`src/rtl/frame_gate_controller_pkg.sv`:
```
// rtl/frame_gate_controller_pkg.sv - shared state encoding for the frame gate controller
package frame_gate_controller_pkg;

    typedef enum logic [2:0] {
        WAIT_INIT = 3'd0,
        WAIT_IDLE = 3'd1,
        ARMED     = 3'd2,
        PASS      = 3'd3,
        SKIP      = 3'd4
    } fgc_state_e;

endpackage

```
`src/rtl/vsync_edge_detect.sv`:
```
// rtl/vsync_edge_detect.sv - one-cycle registered vsync with rise/fall strobes
module vsync_edge_detect (
    input  logic clock,
    input  logic nreset,
    input  logic vsync_in,
    output logic rise,
    output logic fall
);

    logic vsync_q;
    logic vsync_d;

    always_comb vsync_d = vsync_in;

    always_ff @(posedge clock or negedge nreset) begin
        if (!nreset) vsync_q <= 1'b0;
        else         vsync_q <= vsync_d;
    end

    assign rise = vsync_in & ~vsync_q;
    assign fall = ~vsync_in & vsync_q;

endmodule

```
`src/rtl/frame_gate_controller.sv`:
```
// rtl/frame_gate_controller.sv - gates, decimates and drops whole frames toward the UART buffer
module frame_gate_controller
    import frame_gate_controller_pkg::*;
#(
    parameter int SKIP_W      = 4,
    parameter int FRAME_CNT_W = 16,
    parameter int DROP_CNT_W  = 8
) (
    input  logic                   clock,
    input  logic                   nreset,
    input  logic                   init_done,
    input  logic                   buf_ready,
    input  logic [SKIP_W-1:0]      skip_n,
    input  logic                   vsync_in,
    input  logic                   data_in_valid,
    input  logic [7:0]             data_in,
    output logic                   vsync_out,
    output logic                   data_out_valid,
    output logic [7:0]             data_out,
    output logic [FRAME_CNT_W-1:0] frame_count,
    output logic [DROP_CNT_W-1:0]  drop_count,
    output logic [2:0]             state
);

    logic rise;
    logic fall;

    vsync_edge_detect u_edge (
        .clock    (clock),
        .nreset   (nreset),
        .vsync_in (vsync_in),
        .rise     (rise),
        .fall     (fall)
    );

    fgc_state_e             state_q, state_d;
    logic [SKIP_W-1:0]      skip_cnt_q, skip_cnt_d;
    logic                   vsync_out_q, vsync_out_d;
    logic                   valid_q, valid_d;
    logic [7:0]             data_out_q, data_out_d;
    logic [FRAME_CNT_W-1:0] frame_count_q, frame_count_d;
    logic [DROP_CNT_W-1:0]  drop_count_q, drop_count_d;

    always_comb begin
        state_d       = state_q;
        skip_cnt_d    = skip_cnt_q;
        vsync_out_d   = 1'b0;
        valid_d       = 1'b0;
        data_out_d    = data_in;
        frame_count_d = frame_count_q;
        drop_count_d  = drop_count_q;
        // Losing camera init aborts everything, including a frame in flight.
        if (!init_done) begin
            state_d    = WAIT_INIT;
            skip_cnt_d = '0;
        end else begin
            case (state_q)
                WAIT_INIT: state_d = WAIT_IDLE;
                WAIT_IDLE: if (!vsync_in) state_d = ARMED;
                ARMED: begin
                    if (rise) begin
                        if (skip_cnt_q != '0) begin
                            state_d    = SKIP;
                            skip_cnt_d = skip_cnt_q - SKIP_W'(1);
                        end else if (buf_ready) begin
                            state_d     = PASS;
                            skip_cnt_d  = skip_n;
                            vsync_out_d = 1'b1;
                            valid_d     = data_in_valid;
                        end else begin
                            state_d = SKIP;
                            if (!(&drop_count_q)) drop_count_d = drop_count_q + DROP_CNT_W'(1);
                        end
                    end
                end
                PASS: begin
                    if (fall) begin
                        state_d       = ARMED;
                        frame_count_d = frame_count_q + FRAME_CNT_W'(1);
                    end else begin
                        vsync_out_d = 1'b1;
                        valid_d     = data_in_valid;
                    end
                end
                SKIP: if (fall) state_d = ARMED;
                default: state_d = WAIT_INIT;
            endcase
        end
    end

    always_ff @(posedge clock or negedge nreset) begin
        if (!nreset) begin
            state_q       <= WAIT_INIT;
            skip_cnt_q    <= '0;
            vsync_out_q   <= 1'b0;
            valid_q       <= 1'b0;
            data_out_q    <= '0;
            frame_count_q <= '0;
            drop_count_q  <= '0;
        end else begin
            state_q       <= state_d;
            skip_cnt_q    <= skip_cnt_d;
            vsync_out_q   <= vsync_out_d;
            valid_q       <= valid_d;
            data_out_q    <= data_out_d;
            frame_count_q <= frame_count_d;
            drop_count_q  <= drop_count_d;
        end
    end

    assign vsync_out      = vsync_out_q;
    assign data_out_valid = valid_q;
    assign data_out       = data_out_q;
    assign frame_count    = frame_count_q;
    assign drop_count     = drop_count_q;
    assign state          = state_q;

endmodule

```
`config.mk`:
```
export PLATFORM = sky130hd
export DESIGN_NAME = frame_gate_controller
export DESIGN_NICKNAME = d
export VERILOG_FILES = /design/src/rtl/frame_gate_controller_pkg.sv /design/src/rtl/vsync_edge_detect.sv /design/src/rtl/frame_gate_controller.sv
export SDC_FILE = /design/constraint.sdc
export NUM_CORES = 1
export LEC_CHECK = 0
export CORE_MARGIN = 2
export CORE_UTILIZATION = 35
export CTS_CLUSTER_DIAMETER = 100
export CTS_CLUSTER_SIZE = 10
export DETAILED_ROUTE_END_ITERATION = 10
export GPL_TIMING_DRIVEN = 0
export SYNTH_ARGS = -nofsm -noshare
export SYNTH_HDL_FRONTEND = slang
export SYNTH_HIERARCHICAL = 1
export SYNTH_SLANG_ARGS = --single-unit
```
`constraint.sdc`:
```
create_clock -name clock -period 3.4 [get_ports clock]
set_input_delay 0.68 -clock clock [delete_from_list [all_inputs] [get_ports clock]]
set_output_delay 0.68 -clock clock [all_outputs]
set_load 0.05 [all_outputs]
```
# --- Yosys cells after proc, flatten, opt, wreduce, memory -nomap -nowiden ---
# Index checks and enable logic that the tools add are counted.
# W data, S select, Z words.
classes:
  n_bitwise: 7
  n_addsub: 3
  n_eq_ne: 10
  reduce_logical: 8
  muxes: 24
ops:
  columns: ["op", "n"]
  rows:
  - ["$mux W4", 5]
  - ["$mux W3", 6]
  - ["$add A16 B1 Y16 const B", 1]
  - ["$pmux W3 S4", 1]
  - ["$mux W1", 10]
  - ["$reduce_and A3 Y1", 3]
  - ["$add A8 B1 Y8 const B", 1]
  - ["$reduce_and A8 Y1", 1]
  - ["$eq A3 B2 Y1 const B", 2]
  - ["$ne A3 B3 Y1 const B", 2]
  - ["$reduce_and A6 Y1", 1]
  - ["$not A1 Y1", 5]
  - ["$ne A2 B1 Y1 const B", 2]
  - ["$pmux W1 S2", 2]
  - ["$reduce_bool A4 Y1", 1]
  - ["$sub A4 B1 Y4 const B", 1]
  - ["$eq A3 B1 Y1 const B", 1]
  - ["$eq A3 B3 Y1 const B", 1]
  - ["$logic_not A3 Y1", 1]
  - ["$ne A3 B1 Y1 const B", 1]
  - ["$ne A3 B2 Y1 const B", 1]
  - ["$and A1 B1 Y1", 2]
  - ["$reduce_or A2 Y1", 1]
totals:
  ff_bits: 42
  output_inout_bits: 37
  wordCells: 60
  inputBits: 18

# --- Logic depth before layout (Yosys ltp) ---
# Gate-level depths: netlist (run 1).
depth:
  depth_word: 5
  mapped_depth: 6
  depth_no_buf: 6

# --- By module ---
# The synthesis (run 1) kept the hierarchy.
by_module_without_submodules:
  columns: ["module", "instances", "area_each_um2", "cells_per_inst"]
  rows:
  - ["frame_gate_controller", 1, 1940.6, 166]
  - ["vsync_edge_detect", 1, 40.0, 3]

# --- Worst setup path after synthesis (run 1) ---
# OpenSTA, ideal clock, no wires.
synth_timing:
  path_type: "input to register"
  from: "input port vsync_in"
  to: "register drop_count_q[1], in the netlist drop_count[1]"
  path_stages: 5
  setup_slack_ps: 1440
  setup_time_ps: 128
  arrival_time_ps: 1832
  path_cell_list: "nor2b_1 and4bb_2 nand4_4 nor2_1 mux2_1"
synth_between:
  elab_chain_len: 2
synth_rtl:
  columns: ["element", "line_no", "source"]
  rows:
  - ["start, declared", "frame_gate_controller.sv:14", "input logic vsync_in,"]
  - ["$and A1 B1 Y1", "vsync_edge_detect.sv:20", "assign rise = vsync_in & ~vsync_q;"]
  - ["$reduce_and A6 Y1 (no source line)", null, null]
  - ["end signal, assigned", "frame_gate_controller.sv:107", "drop_count_q <= drop_count_d;"]
  - ["end, declared", "frame_gate_controller.sv:42", "logic [DROP_CNT_W-1:0] drop_count_q, drop_count_d;"]
# No other way between the ends.
# A chain may end at the register's enable or synchronous reset.

# --- Worst setup path after layout (run 1) ---
layout_timing:
  from: "input port vsync_in"
  to: "register drop_count_q[1], in the netlist drop_count[1]"
layout_between:
  elab_chain_len: 2
layout_rtl:
  columns: ["element", "line_no", "source"]
  rows:
  - ["$and A1 B1 Y1", "vsync_edge_detect.sv:20", null]
  - ["via rise", "frame_gate_controller.sv:25", "logic rise;"]
  - ["$reduce_and A6 Y1 (no source line)", null, null]
# The timed path passes the listed nets, and every way through them passes these cells.

==> summary.txt, run 1 <==
Drt
  – Average wire per cell in the routed design: ~13 um
  – Via count of the routed design: approximately 1500
  – Final antenna-violating net count: 0
  – Residual DRC: 0
  – Pre-Repair DR Iteration Count: 4
  – Starting DRT DRC Count: 31
  – Final WL: about 3.9 mm
  – Number of vias per cell after detailed routing: 4.84

Logic synthesis
  – Net Count, Synth: roughly 190
  – Top flip-flop cell by instance count after synthesis: sky130_fd_sc_hd__dfrtp_1
  – Synth Area per Inst: 11.7 um2
  – Synth unique cells: 47
  – Sequential-to-total area share from yosys stat: 0.531
  – Yosys synthesis warning count: 6
  – Area of the mapped netlist: 0.00198 mm2
  – Register bit total from synthesis: 42
  – Synth area leaders: sky130_fd_sc_hd__dfrtp_1 53%, sky130_fd_sc_hd__xor2_1 5.7%, sky130_fd_sc_hd__xnor2_1 3.5%
  – Share of Yosys cell area claimed by the top area cell type: 0.531
  – Leading area contributor after synthesis: sky130_fd_sc_hd__dfrtp_1
  – Post-Syn Instances: roughly 170
  – EDFF count, synth: 0
  – Asr flop ratio synth: 1.00

Finish
  – Antenna cells: 0
  – Commonest non-fill, non-tap cells in the layout: 53 x sky130_fd_sc_hd__clkdlybuf4s50_1, 42 x sky130_fd_sc_hd__dfrtp_1, 13 x sky130_fd_sc_hd__xor2_1
  – Layout cell share with drive strength beyond 1: 0.0948
  – Most frequent standard cell in the layout excluding fill and tap cells: sky130_fd_sc_hd__clkdlybuf4s50_1
  – Area overhead of the layout relative to synthesis: 39.5%
  – Filler instances: around 500
  – Final Net Count: around 250

Timing
  – Worst Clk Skew: ~0.0051 ns
  – Final Slew Violations: 0
  – Peak Freq: around 420 MHz
  – Minimum period implied by the final worst setup slack: between 2 and 2.5 ns
  – Setup-failing EPs final: 0
  – Fin crit share: 0.700
  – Total negative slack for setup checks: 0 ns
  – Setup repair after global routing missed its margin: false
  – Slew headroom: 0.650
  – Hold violation total from the final report: 0
  – Worst slew pin tran: 0.523 ns

Critical path
  – Origin of the critical flop-to-flop path: skip_cnt_q[0]
  – Worst-path maximum fanout: 8
  – Delay of the slowest critical-path stage: around 0.5 ns
  – Worst EP arrival: 2.56 ns
  – Type of the worst setup path: in -> reg
  – Slowest cell on crit path: sky130_fd_sc_hd__clkdlybuf4s50_1
  – CP Launch Type: input pin
  – Buffer and inverter count on the worst path: 1
  – Endpoint type of the worst setup path: flip-flop
  – Critical path startpoint: vsync_in
  – Top delay family on crit path: simple AND/OR/NAND/NOR gates
  – Critical path cell sequence: clkdlybuf4s50_1, nor2b_1, and4bb_2, nand4_4, nor2_1, mux2_1
  – Worst EP required: around 3.6 ns

Pwr
  – Total power density per cell area: 523 mW/mm2
  – Maximum vdd ir drop: 283 uV
  – Static leakage: 1.24 nW
  – Total Power: 1.44 mW

Clock tree
  – Num CTS Buffers: 5
  – CTS Sinks: 42
  – Clk root buf: sky130_fd_sc_hd__clkbuf_8
  – Gates resized, CTS repair: 0
  – Setup fix buffers added after clock tree synthesis: 0
  – Clock transition at path regs: 0.08 ns
  – Clock tree from TritonCTS: yes
  – Max clock buf depth: 2
  – Insertion delay of the later-clocked pin in the worst-skew pair: around 0.29 ns
  – Depth of the CTS H-tree: 2
  – Number of buffers added to fix hold violations after cts: 0

Job
  – Max-capacitance violation count: 0

Run status
  – Result of the run: complete, no violations

Floorplanning
  – Number of cell rows: 27
  – Starting density of the core: 0.362
  – Total Die Area: between 0.006 and 0.007 mm2
  – DIE HEIGHT: roughly 80 um
  – Ports: 55
  – Area of the core: between 0.005 and 0.006 mm2
  – Horizontal extent of the die: around 79 um

Placement
  – Post-DP HPWL: 2.93 mm
  – PortBufs: 54
  – RePlAce Congestion: between 0.7 and 0.8

Global routing
  – Maximum number of pins on one net before global-route repair: 33
  – Initial antenna violation count: 0
  – First-pass GRT wire length: a little under 7 mm
  – All-layer global routing usage: 0.135
  – Via count of the first global-routing pass: around 1400
  – Remaining global-route overflow: 0

Worst hold path
  – Class of the most critical hold timing path: in -> async
## cells by family after synthesis
family          after synthesis  synth area share
compound gates               20            0.0701
xor+xnor                     21            0.0929
fa+ha+maj                     4            0.0253
buf+inv                       8            0.0177
flops                        42             0.531
mux                           4            0.0221
simple gates                 70             0.241
## through the flow
step / hold WS (ns) / instance area (um2) / setup slack, ns / util / instances
final: 0.257 / 2760 / 1.02 / 0.505 / 304
after global routing: 0.262 / 2760 / 0.913 / 0.505 / 304
after CTS: 0.255 / 2760 / 1.03 / 0.505 / 304
after detailed placement: 0.468 / 2630 / 0.715 / 0.480 / 296
after global placement: 0.461 / 2610 / 0.512 / 0.477 / 295
after floorplan: 0.384 / 1980 / 1.44 / - / 169
## state kept, by name (all words and copies together) (netlist names)
signal          flops
data_out            8
data_out_valid      1
drop_count          8
frame_count        16
skip_cnt_q          4
state               3
u_edge/vsync_q      1
vsync_out           1
## synthesized netlist by cell type, types with 2 or more instances
cell type	instances
sky130_fd_sc_hd__nor4b_1	2
sky130_fd_sc_hd__and2_1	2
sky130_fd_sc_hd__nor3_1	6
sky130_fd_sc_hd__nor3b_1	3
sky130_fd_sc_hd__nor4_1	2
sky130_fd_sc_hd__nor2b_1	2
sky130_fd_sc_hd__nand2_1	12
sky130_fd_sc_hd__or3b_1	2
sky130_fd_sc_hd__nor2_1	7
sky130_fd_sc_hd__a21oi_1	4
sky130_fd_sc_hd__and3_1	3
sky130_fd_sc_hd__nand3_1	9
sky130_fd_sc_hd__a31oi_1	2
sky130_fd_sc_hd__o21ai_1	2
sky130_fd_sc_hd__and4_1	2
sky130_fd_sc_hd__xor2_1	13
sky130_fd_sc_hd__ha_1	4
sky130_fd_sc_hd__mux2_1	2
sky130_fd_sc_hd__dfrtp_1	42
sky130_fd_sc_hd__o21ai_0	3
sky130_fd_sc_hd__nor4_2	2
sky130_fd_sc_hd__o211a_1	2
sky130_fd_sc_hd__inv_1	5
sky130_fd_sc_hd__o211ai_1	2
sky130_fd_sc_hd__nand4_1	5
sky130_fd_sc_hd__xnor2_1	8
## routing by layer
| layer | vias up | global-route usage | part of all wire |
|---|---|---|---|
| met2 | 39 | 0.208 | 0.47 |
| li1 | 738 | - | - |
| met1 | 692 | 0.188 | 0.48 |
| met5 | - | 0 | 0 |
| met3 | 2 | 0.0386 | 0.051 |
| met4 | 0 | 0.0345 | 0.0033 |
## cell type report
type                    count  area, um2  share of cell area
repair buffers             55        556               0.201
clock inverters             3       68.8              0.0249
well taps                  72       90.1              0.0326
multi-input cells         119        895               0.324
inverters                   5       18.8             0.00679
clock buffers               5       68.8              0.0249
plain buffers               3       16.3             0.00589
flip-flops and latches     42       1050               0.380
## path summary, 6_finish.rpt
path / slack [ns] / depth (start not counted) / endpoint
hold / removal: 0.26 / 1 / u_edge/vsync_q
hold reg to reg: 0.47 / 1 / frame_count[15]
setup reg to reg: 1.42 / 6 / drop_count[1]
max in group asynchronous: 2.69 / 2 / state[1]
min in group clock: 0.47 / 1 / frame_count[15]
setup / recovery: 1.02 / 6 / drop_count[1]
## where the power goes
group          total (mW)  switching, mW  internal (mW)
Sequential          0.577         0.0404          0.536
Combinational       0.398          0.246          0.153
Clock               0.470          0.175          0.294
Total                1.44          0.461          0.983
No activity file was read; power rests on OpenSTA's default activity.
==> run 2, diff against run 1 <==
Clock period 3.4 ns to 2.5 ns, I/O delays scaled along.
==> results of run 2 <==
Same layout as run 1 (identical final DEF). Status: complete, no violations.
Main changes from that run: setup slack after placement 0.715 ns -> -0.00530 ns; setup slack after layout 1.02 ns -> 0.299 ns; hold slack 0.257 ns -> 0.0770 ns; register-to-register setup slack 1.42 ns -> 0.52 ns; total power 1.44 mW -> 1.96 mW; worst IR drop on VDD 283 uV -> 385 uV
==> run 3, diff against run 2 <==
Settings changed: ABC_AREA set to 1.
==> summary.txt, run 3 <==
Critical path
  – CP Launch Type: flip-flop (was input pin)
  – Worst-path maximum fanout: 6 (was 8)
  – Critical path cell sequence: clkdlybuf4s50_1 (was clkdlybuf4s50_1, nor2b_1, and4bb_2, nand4_4, nor2_1, mux2_1)
  – Top delay family on crit path: buffers and inverters (was simple AND/OR/NAND/NOR gates)
  – Delay of the slowest critical-path stage: 0.86 ns (was 0.51 ns)
  – Worst EP required: 2.00 ns (was 2.68 ns)
  – Worst EP arrival: 1.67 ns (was 2.38 ns)
  – Slowest cell on crit path: sky130_fd_sc_hd__clkdlybuf4s50_1 (unchanged)
  – Buffer and inverter count on the worst path: 1 (unchanged)
  – Endpoint type of the worst setup path: output port (was flip-flop)
  – Type of the worst setup path: reg -> out (was in -> reg)

Drt
  – Average wire per cell in the routed design: 11.3 um (was 12.8 um)
  – Number of vias per cell after detailed routing: 4.57 (was 4.84)
  – Final antenna-violating net count: 0 (unchanged)
  – Pre-Repair DR Iteration Count: 4 (unchanged)
  – Routed wl met3: 126 um (was 200 um)
  – Detail Route met2 WL: 2.21 mm (was 1.83 mm)
  – Residual DRC: 0 (unchanged)
  – Via count of the routed design: 1872 (was 1471)
  – Final WL: 4.63 mm (was 3.90 mm)
  – Starting DRT DRC Count: 71 (was 31)
  – Met1 routed wirelength after detailed routing: 2.21 mm (was 1.85 mm)
  – Highest metal layer with signal wires: met4 (unchanged)

Clock tree
  – Number of buffers added to fix hold violations after cts: 0 (unchanged)
  – Clk root buf: sky130_fd_sc_hd__clkbuf_8 (unchanged)
  – Max clock buf depth: 2 (unchanged)
  – Num CTS Buffers: 5 (unchanged)
  – Clock transition at path regs: 0.09 ns (was 0.08 ns)
  – CTS Sinks: 42 (unchanged)
  – Insertion delay of the later-clocked pin in the worst-skew pair: 0.29 ns (about the same)
  – Gates resized, CTS repair: 0 (unchanged)
  – Setup fix buffers added after clock tree synthesis: 0 (unchanged)
  – Clock tree from TritonCTS: yes (unchanged)
  – Depth of the CTS H-tree: 2 (unchanged)

Logic synthesis
  – Synth area leaders: sky130_fd_sc_hd__dfrtp_1 48%, sky130_fd_sc_hd__nand2_1 16%, sky130_fd_sc_hd__inv_1 5.6% (was sky130_fd_sc_hd__dfrtp_1 53%, sky130_fd_sc_hd__xor2_1 5.7%, sky130_fd_sc_hd__xnor2_1 3.5%)
  – Leading area contributor after synthesis: sky130_fd_sc_hd__dfrtp_1 (unchanged)
  – Register bit total from synthesis: 42 (unchanged)
  – EDFF count, synth: 0 (unchanged)
  – Synth Area per Inst: 8.09 um2 (was 11.7 um2)
  – Sequential-to-total area share from yosys stat: 0.476 (was 0.531)
  – Share of Yosys cell area claimed by the top area cell type: 0.476 (was 0.531)
  – Yosys synthesis warning count: 6 (unchanged)
  – Asr flop ratio synth: 1.00 (unchanged)
  – Count leader, synth: sky130_fd_sc_hd__nand2_1 (was sky130_fd_sc_hd__dfrtp_1)
  – Area of the mapped netlist: 0.00221 mm2 (was 0.00198 mm2)
  – Top flip-flop cell by instance count after synthesis: sky130_fd_sc_hd__dfrtp_1 (unchanged)
  – Most common library cells after synthesis: 92 x sky130_fd_sc_hd__nand2_1, 42 x sky130_fd_sc_hd__dfrtp_1, 33 x sky130_fd_sc_hd__inv_1, 26 x sky130_fd_sc_hd__nor2_1, 16 x sky130_fd_sc_hd__nand3_1 (was 42 x sky130_fd_sc_hd__dfrtp_1, 13 x sky130_fd_sc_hd__xor2_1, 12 x sky130_fd_sc_hd__nand2_1, 9 x sky130_fd_sc_hd__nand3_1, 8 x sky130_fd_sc_hd__xnor2_1)
  – Synth unique cells: 29 (was 47)
  – Net Count, Synth: 295 (was 191)
  – Post-Syn Instances: 273 (was 169)

Job
  – Max-capacitance violation count: 0 (unchanged)

Pwr
  – Internal cell power: 1.28 mW (was 1.34 mW)
  – Static leakage: 1.44 nW (was 1.24 nW)
  – Net Sw Frac: 0.371 (was 0.319)
  – Proportion of power drawn by combinational gates: 0.336 (was 0.276)
  – Maximum vdd ir drop: 603 uV (was 385 uV)
  – Net load switching power: 0.757 mW (was 0.627 mW)
  – Sequential fraction of design power: 0.399 (about the same)
  – Clock network power share: 0.265 (was 0.325)
  – Total power density per cell area: 688 mW/mm2 (was 711 mW/mm2)

Timing
  – Setup-failing EPs final: 0 (unchanged)
  – Worst slew pin tran: 0.521 ns (was 0.523 ns)
  – Worst Clk Skew: 0.00854 ns (was 0.00510 ns)
  – Total negative slack for setup checks: 0 ns (unchanged)
  – Hold violation total from the final report: 0 (unchanged)
  – Minimum period implied by the final worst setup slack: 2.17 ns (was 2.20 ns)
  – Fin crit share: 0.869 (was 0.880)
  – Setup repair after global routing missed its margin: false (unchanged)
  – Final Slew Violations: 0 (unchanged)
  – Slew headroom: 0.652 (was 0.650)
  – Peak Freq: 460 MHz (was 454 MHz)

Finish
  – Area overhead of the layout relative to synthesis: 34.4% (was 39.5%)
  – Post-layout instance area: 0.00297 mm2 (was 0.00276 mm2)
  – Final Net Count: 356 (was 253)
  – Max reg flops: 16 (unchanged)
  – Antenna cells: 0 (unchanged)
  – Layout cell share with drive strength beyond 1: 0.0896 (was 0.0948)
  – Commonest non-fill, non-tap cells in the layout: 92 x sky130_fd_sc_hd__nand2_1, 52 x sky130_fd_sc_hd__clkdlybuf4s50_1, 42 x sky130_fd_sc_hd__dfrtp_1 (was 53 x sky130_fd_sc_hd__clkdlybuf4s50_1, 42 x sky130_fd_sc_hd__dfrtp_1, 13 x sky130_fd_sc_hd__xor2_1)
  – Most frequent standard cell in the layout excluding fill and tap cells: sky130_fd_sc_hd__nand2_1 (was sky130_fd_sc_hd__clkdlybuf4s50_1)

Global routing
  – First-pass GRT wire length: 7.91 mm (was 6.78 mm)
  – Via count of the first global-routing pass: 1721 (was 1444)
  – Initial antenna violation count: 0 (unchanged)
  – All-layer global routing usage: 0.139 (was 0.135)
  – Maximum number of pins on one net before global-route repair: 23 (was 33)
  – Remaining global-route overflow: 0 (unchanged)

Placement
  – PortBufs: 53 (was 54)
  – DP Area: 0.00286 mm2 (was 0.00263 mm2)
  – Post-DP HPWL: 3.63 mm (was 2.93 mm)
  – RePlAce Congestion: 0.844 (was 0.798)

Floorplanning
  – Number of cell rows: 28 (was 27)
  – Ports: 55 (unchanged)
  – Area of the core: 0.00603 mm2 (was 0.00547 mm2)
  – Horizontal extent of the die: 83.4 um (was 79.2 um)
  – Total Die Area: 0.00696 mm2 (was 0.00628 mm2)
  – Starting density of the core: 0.366 (was 0.362)
  – DIE HEIGHT: 83.4 um (was 79.2 um)

Run status
  – Result of the run: complete, no violations (unchanged)

Worst hold path
  – Class of the most critical hold timing path: in -> async (unchanged)
run 3: power by group through the flow:
stage	Clock (mW)	Sequential, mW	Combinational (mW)
2_1_floorplan	0	1.03	0.267
3_3_place_gp	0	0.829	0.679
3_5_place_dp	0	0.829	0.694
4_1_cts	0.561	0.816	0.696
5_1_grt	0.592	0.830	0.750
6_report	0.541	0.814	0.686
run 3: area by class of cell:
type,count,area [um2]
Multi-Input combinational cell,193,1000
Sequential cell,42,1050
Clock inverter,3,43.8
Tap cell,75,93.8
Clock buffer,5,68.8
Timing Repair Buffer,54,553
Fill cell,603,3060
Inverter,36,139
Buffer,2,18.8
run 3: layer usage:
layer	up-vias	global-route usage
met5	-	0
met4	0	0.0528
met3	6	0.0219
met2	33	0.227
met1	863	0.185
li1	970	-
run 3: cells by family (layout without fill, tap and decap cells):
| group | count (synthesis) | after routing | share of synthesized area |
|---|---|---|---|
| AND/OR/NAND/NOR | 158 | 158 | 0.328 |
| AO/OA/AOI/OAI | 14 | 14 | 0.0346 |
| buffers and inverters | 38 | 100 | 0.0714 |
| XOR/XNOR | 17 | 17 | 0.0674 |
| flip-flops | 42 | 42 | 0.476 |
| adder cells (fa/ha/maj) | 4 | 4 | 0.0227 |
run 3: through the flow:
| step | util | setup WS [ns] | total power [mW] | cells | hold slack, ns |
|---|---|---|---|---|---|
| 2_1_floorplan | - | 0.868 | 1.29 | 273 | 0.204 |
| 3_3_place_gp | 0.470 | -0.214 | 1.51 | 401 | 0.494 |
| 3_5_place_dp | 0.474 | 0.447 | 1.52 | 402 | 0.492 |
| 4_1_cts | 0.493 | 0.316 | 2.07 | 410 | 0.180 |
| 5_1_grt | 0.493 | 0.286 | 2.17 | 410 | 0.205 |
| 6_report | 0.493 | 0.328 | 2.04 | 410 | 0.167 |
run 3: path summary, 6_finish.rpt:
check,start,to,slack [ns],depth (start not counted)
max,state[2],state[2],0.33,1
min,nreset,data_out[2],0.17,1
max reg2reg,skip_cnt_q[0],skip_cnt_q[3],0.96,9
min reg2reg,skip_cnt_q[3],skip_cnt_q[3],0.52,2
max in group asynchronous,nreset,vsync_out,1.84,2
min in group clock,init_done,vsync_out,0.47,3
